--- src/rtl/seq_pkg.sv ---
// Shared definitions for the multi-cycle RV32I sequencer: state encoding
// and the load/store opcodes.
package seq_pkg;

    typedef enum logic [2:0] {
        IDLE   = 3'd0,
        FETCH  = 3'd1,
        DECODE = 3'd2,
        EXEC   = 3'd3,
        MEM    = 3'd4,
        WB     = 3'd5,
        FAULT  = 3'd7
    } seq_state_t;

    localparam logic [6:0] OPC_LOAD  = 7'b0000011;
    localparam logic [6:0] OPC_STORE = 7'b0100011;

endpackage

--- src/rtl/seq_wait_timer.sv ---
// Memory wait-state counter: saturating count of stalled request cycles,
// flags expiry when the count reaches a non-zero limit.
module seq_wait_timer #(
    parameter int unsigned TW = 8
) (
    input  logic          clk,
    input  logic          rst_n,
    input  logic          clear,
    input  logic          count,
    input  logic [TW-1:0] limit,
    output logic          expired
);

    logic [TW-1:0] r_cnt;

    always_ff @(posedge clk) begin
        if (!rst_n) begin
            r_cnt <= '0;
        end else if (clear) begin
            r_cnt <= '0;
        end else if (count && (r_cnt != '1)) begin
            r_cnt <= r_cnt + 1'b1;
        end
    end

    // A zero limit disables the timeout entirely.
    assign expired = (limit != '0) && (r_cnt == limit);

endmodule

--- src/rtl/multicycle_seq.sv ---
// Multi-cycle FETCH/DECODE/EXEC/MEM/WB sequencer over a shared memory port.
// Define SEQ_PERF_CNT_EN to add the cycle_cnt/instret_cnt performance counters.
module multicycle_seq
    import seq_pkg::*;
#(
    parameter int unsigned MEM_TIMEOUT = 255,
    parameter int unsigned TW          = 8
) (
    input  logic        clk,
    input  logic        rst_n,
    input  logic        run,
    input  logic        ctl_store,
    input  logic        ctl_mem2reg,
    input  logic        ctl_reg_write,
    input  logic        mem_ready,
    output logic        mem_req,
    output logic        mem_we,
    output logic        mem_addr_sel,
    output logic        ir_we,
    output logic        pc_we,
    output logic        rf_we,
    output logic        instret,
    output logic        fault,
    output logic [2:0]  state
`ifdef SEQ_PERF_CNT_EN
    ,
    output logic [31:0] cycle_cnt,
    output logic [31:0] instret_cnt
`endif
);

    seq_state_t r_state;
    seq_state_t w_next;
    logic       w_expired;
    logic       w_clear;
    logic       w_count;

    always_ff @(posedge clk) begin
        if (!rst_n) begin
            r_state <= IDLE;
        end else begin
            r_state <= w_next;
        end
    end

    always_comb begin
        w_next = r_state;
        case (r_state)
            IDLE:   if (run) w_next = FETCH;
            FETCH: begin
                if (mem_ready)      w_next = DECODE;
                else if (w_expired) w_next = FAULT;
            end
            DECODE: w_next = EXEC;
            EXEC:   w_next = (ctl_store || !ctl_mem2reg) ? MEM : WB;
            MEM: begin
                if (mem_ready)      w_next = ctl_store ? (run ? FETCH : IDLE) : WB;
                else if (w_expired) w_next = FAULT;
            end
            WB:     w_next = run ? FETCH : IDLE;
            FAULT:  w_next = FAULT;
            default: w_next = IDLE;
        endcase
    end

    always_comb begin
        mem_req      = 1'b0;
        mem_we       = 1'b0;
        mem_addr_sel = 1'b0;
        ir_we        = 1'b0;
        pc_we        = 1'b0;
        rf_we        = 1'b0;
        instret      = 1'b0;
        fault        = 1'b0;
        case (r_state)
            FETCH: begin
                mem_req = 1'b1;
                ir_we   = mem_ready;
            end
            MEM: begin
                mem_req      = 1'b1;
                mem_addr_sel = 1'b1;
                mem_we       = ctl_store;
                pc_we        = ctl_store & mem_ready;
                instret      = ctl_store & mem_ready;
            end
            WB: begin
                rf_we   = ctl_reg_write & ~ctl_store;
                pc_we   = 1'b1;
                instret = 1'b1;
            end
            FAULT:   fault = 1'b1;
            default: ;
        endcase
    end

    assign state = r_state;

    // Counter restarts on entry to a memory state and on every completed handshake.
    assign w_clear = ((w_next != r_state) && ((w_next == FETCH) || (w_next == MEM)))
                   | (mem_req & mem_ready);
    assign w_count = mem_req & ~mem_ready;

    seq_wait_timer #(
        .TW (TW)
    ) u_wait_timer (
        .clk     (clk),
        .rst_n   (rst_n),
        .clear   (w_clear),
        .count   (w_count),
        .limit   (TW'(MEM_TIMEOUT)),
        .expired (w_expired)
    );

`ifdef SEQ_PERF_CNT_EN
    logic [31:0] r_cycle_cnt;
    logic [31:0] r_instret_cnt;

    always_ff @(posedge clk) begin
        if (!rst_n) begin
            r_cycle_cnt   <= '0;
            r_instret_cnt <= '0;
        end else begin
            if ((r_state != IDLE) && (r_state != FAULT)) r_cycle_cnt <= r_cycle_cnt + 32'd1;
            if (instret) r_instret_cnt <= r_instret_cnt + 32'd1;
        end
    end

    assign cycle_cnt   = r_cycle_cnt;
    assign instret_cnt = r_instret_cnt;
`endif

endmodule

--- config.mk ---
export PLATFORM = sky130hd
export DESIGN_NAME = multicycle_seq
export DESIGN_NICKNAME = d
export VERILOG_FILES = /design/src/rtl/seq_pkg.sv /design/src/rtl/seq_wait_timer.sv /design/src/rtl/multicycle_seq.sv
export SDC_FILE = /design/constraint.sdc
export NUM_CORES = 1
export LEC_CHECK = 0
export CAP_MARGIN = 20
export CORE_UTILIZATION = 50
export CTS_CLUSTER_DIAMETER = 30
export CTS_CLUSTER_SIZE = 30
export DETAILED_ROUTE_END_ITERATION = 8
export GPL_ROUTABILITY_DRIVEN = 0
export PLACE_DENSITY = 0.81
export SYNTH_ARGS = -nofsm -noshare
export SYNTH_HDL_FRONTEND = slang
export SYNTH_SLANG_ARGS = --single-unit
--- constraint.sdc ---
create_clock -name clk -period 4 [get_ports clk]
set_input_delay 1 -clock clk [delete_from_list [all_inputs] [get_ports clk]]
set_output_delay 1 -clock clk [all_outputs]
set_load 0.01 [all_outputs]
==> impl_metrics.toml <==
[run_status]
status = "finished, final reports clean"

[route]
routed-via-count = 671
drtIter0Drc = 27
ant_nets = 0
drc_errors = 0
viasPerCell = 5.83
post_drt_wl_per_cell_um = 13.1
totalWireLength_mm = 1.50
drt_pass1_iterations = 6

[synthesis]
yosys.area.top_type = "dfxtp_1"
synthArstFlopShare_pct = 0
netlist_area_sq_um = 707
synthTopCellsByCount = "11 x dfxtp_1, 11 x nor2_1, 6 x xor2_1"
netlist-cell-type-count = 39
synthDominantCellAreaShare_pct = 31.2
syn_inst = 85
synth-edff-count = 0
synth_flop_cell = "dfxtp_1"
synthTopCellsByArea = "dfxtp_1 31%, xor2_1 7.4%, nor2_1 5.8%"
syn_nets = 93
ys_ff_latch = 11
ys_warn_count = 0
ys_seq_area_share_pct = 31.2
syn_area_per_cell_sq_um = 8.32

[timing]
finalCritPeriodShare_pct = 86.8
setup_slack_ns = 0.526
rsz0062_at_grt = "false"
slew_headroom_pct = 59.1
final-setup-viol-count = 0
finClkSkew_ns = 0.00562
finalSetupTns_ns = 0
max_freq_mhz = 288
finalCriticalPeriod_ns = 3.47
maxSlewViolCount = 0
tightest_slew_ns = 0.613
hold_ws_ns = 0.513
report.final.hold_viol_count = 0

[clock_tree]
cts-root-buf = "clkbuf_4"
clock_path_buffers = 2
cts_resized = 0
cts_tree = "done"
cts_sinks = 11
hold_buffers = 0
clk_latency_ns = 0.27
clk_pin_slew_worst_paths_ns = 0.07
h-tree-depth = 1
cts_made_buffers = 3
cts_setup_buffers = 0

[critical_path]
arrival_ns = 2.47
cp_max_fo = 10
crit_required_ns = 3.00
cp-start-kind = "primary input"
critPathKind = "primary input to primary output"
endpoint_kind = "primary output"

[global_route]
grt_overflow = 0
grt_pass1_wl_mm = 2.33
grt_pass1_vias = 548
grt_antenna_before_repair = 0
grt_use_total_pct = 22.6
grt_max_degree = 13

[floorplanning]
die_w_um = 39.6
initial_utilization_pct = 54.3
die-height_um = 39.6
ios = 18
design.core.area_sq_um = 1300
die-area_sq_um = 1570
rows = 13

[power]
p_sw_share_pct = 29.6
combPwrFrac_pct = 26.0
clkPwrFrac_pct = 28.0
powerDensity_nw_per_um2 = 296
total_power_mw = 0.265
p_int_mw = 0.186
power_switching_mw = 0.0783
leakage_nw = 0.328
share_seq_of_total_power_pct = 46.0
vdd_drop_max_mv = 0.302

[placement]
dp_hpwl_mm = 1.08
place_ws_ns = 0.534
port_buffers = 17

[final_layout]
antenna_cells = 0
fin_nets = 109
area.growth.synth_to_final_pct = 26.4
drive_above_1_share_pct = 6.00
nFillCells = 108

[flow_run]
cap_violations = 0

[worst_hold_path]
hp-class = "register to register"
==> layer usage <==
metal	wire length [um]	GRT usage, %	part of all wire, %
met2	642	32.4	43
met5	0	0	0
met3	87	10.2	5.8
met4	0	5.17	0
met1	771	30.5	51
==> cell type report <==
type | instances | area [sq um] | share of cell area, %
Clock buffer | 4 | 26.3 | 2.94
Inverter | 2 | 7.51 | 0.840
Multi-Input combinational cell | 66 | 450 | 50.4
Sequential cell | 11 | 220 | 24.6
Tap cell | 15 | 18.8 | 2.10
Timing Repair Buffer | 17 | 170 | 19.0
==> sequential cells by signal, summed over array words and instances, names as in the netlist <==
register and flops:
u_wait_timer.r_cnt 8, state 3
==> placed cells by master (no fill, tap or decap), types with 2 or more instances in the layout <==
| master | count |
|---|---|
| and2_1 | 2 |
| and3_1 | 5 |
| and4_1 | 2 |
| clkbuf_4 | 3 |
| clkdlybuf4s50_1 | 17 |
| dfxtp_1 | 11 |
| inv_1 | 2 |
| nand2_1 | 5 |
| nand2b_1 | 2 |
| nand3_1 | 3 |
| nand3b_1 | 2 |
| nand4_1 | 2 |
| nor2_1 | 11 |
| nor2b_1 | 2 |
| xnor2_1 | 2 |
| xor2_1 | 6 |
==> logic make-up (layout without fill, tap and decap cells) <==
logic type               count (synthesis)  count (layout)  share of synthesized area [%]
adder cells (fa/ha/maj)                  1               1                           1.77
AND/OR/NAND/NOR                         39              39                           29.4
XOR/XNOR                                 8               8                           9.91
AO/OA/AOI/OAI                           17              17                           21.2
buffers and inverters                    8              23                           5.13
multiplexers                             1               1                           1.42
flip-flops                              11              11                           31.2
==> critical path: stages <==
cell and delay, ns:
clkdlybuf4s50_1 0.65, a21oi_1 0.14, nor2_1 0.13, clkdlybuf4s50_1 0.55
==> final timing paths <==
| check | slack [ns] | from | endpoint | depth (start not counted) |
|---|---|---|---|---|
| setup reg to reg | 1.82 | u_wait_timer.r_cnt[0] | u_wait_timer.r_cnt[0] | 6 |
| hold / removal | 0.51 | u_wait_timer.r_cnt[7] | u_wait_timer.r_cnt[7] | 2 |
| setup / recovery | 0.53 | mem_ready | instret | 4 |
| hold reg to reg | 0.51 | u_wait_timer.r_cnt[7] | u_wait_timer.r_cnt[7] | 2 |
==> metrics by stage <==
step                cell area, sq um  instances  utilization, %
floorplan                        707         85               -
global route                     893        115            68.7
CTS                              893        115            68.7
detailed placement               867        111            66.6
global placement                 867        111            66.6
finish                           893        115            68.7
==> power by group through the flow <==
stage / logic, mW / clock network, mW / registers, mW
floorplan: 0.0471 / 0 / 0.119
global placement: 0.0675 / 0 / 0.124
detailed placement: 0.0678 / 0 / 0.124
CTS: 0.0686 / 0.0772 / 0.121
global route: 0.0744 / 0.0843 / 0.122
finish: 0.0689 / 0.0740 / 0.122
(Power assumes the default switching activity.)
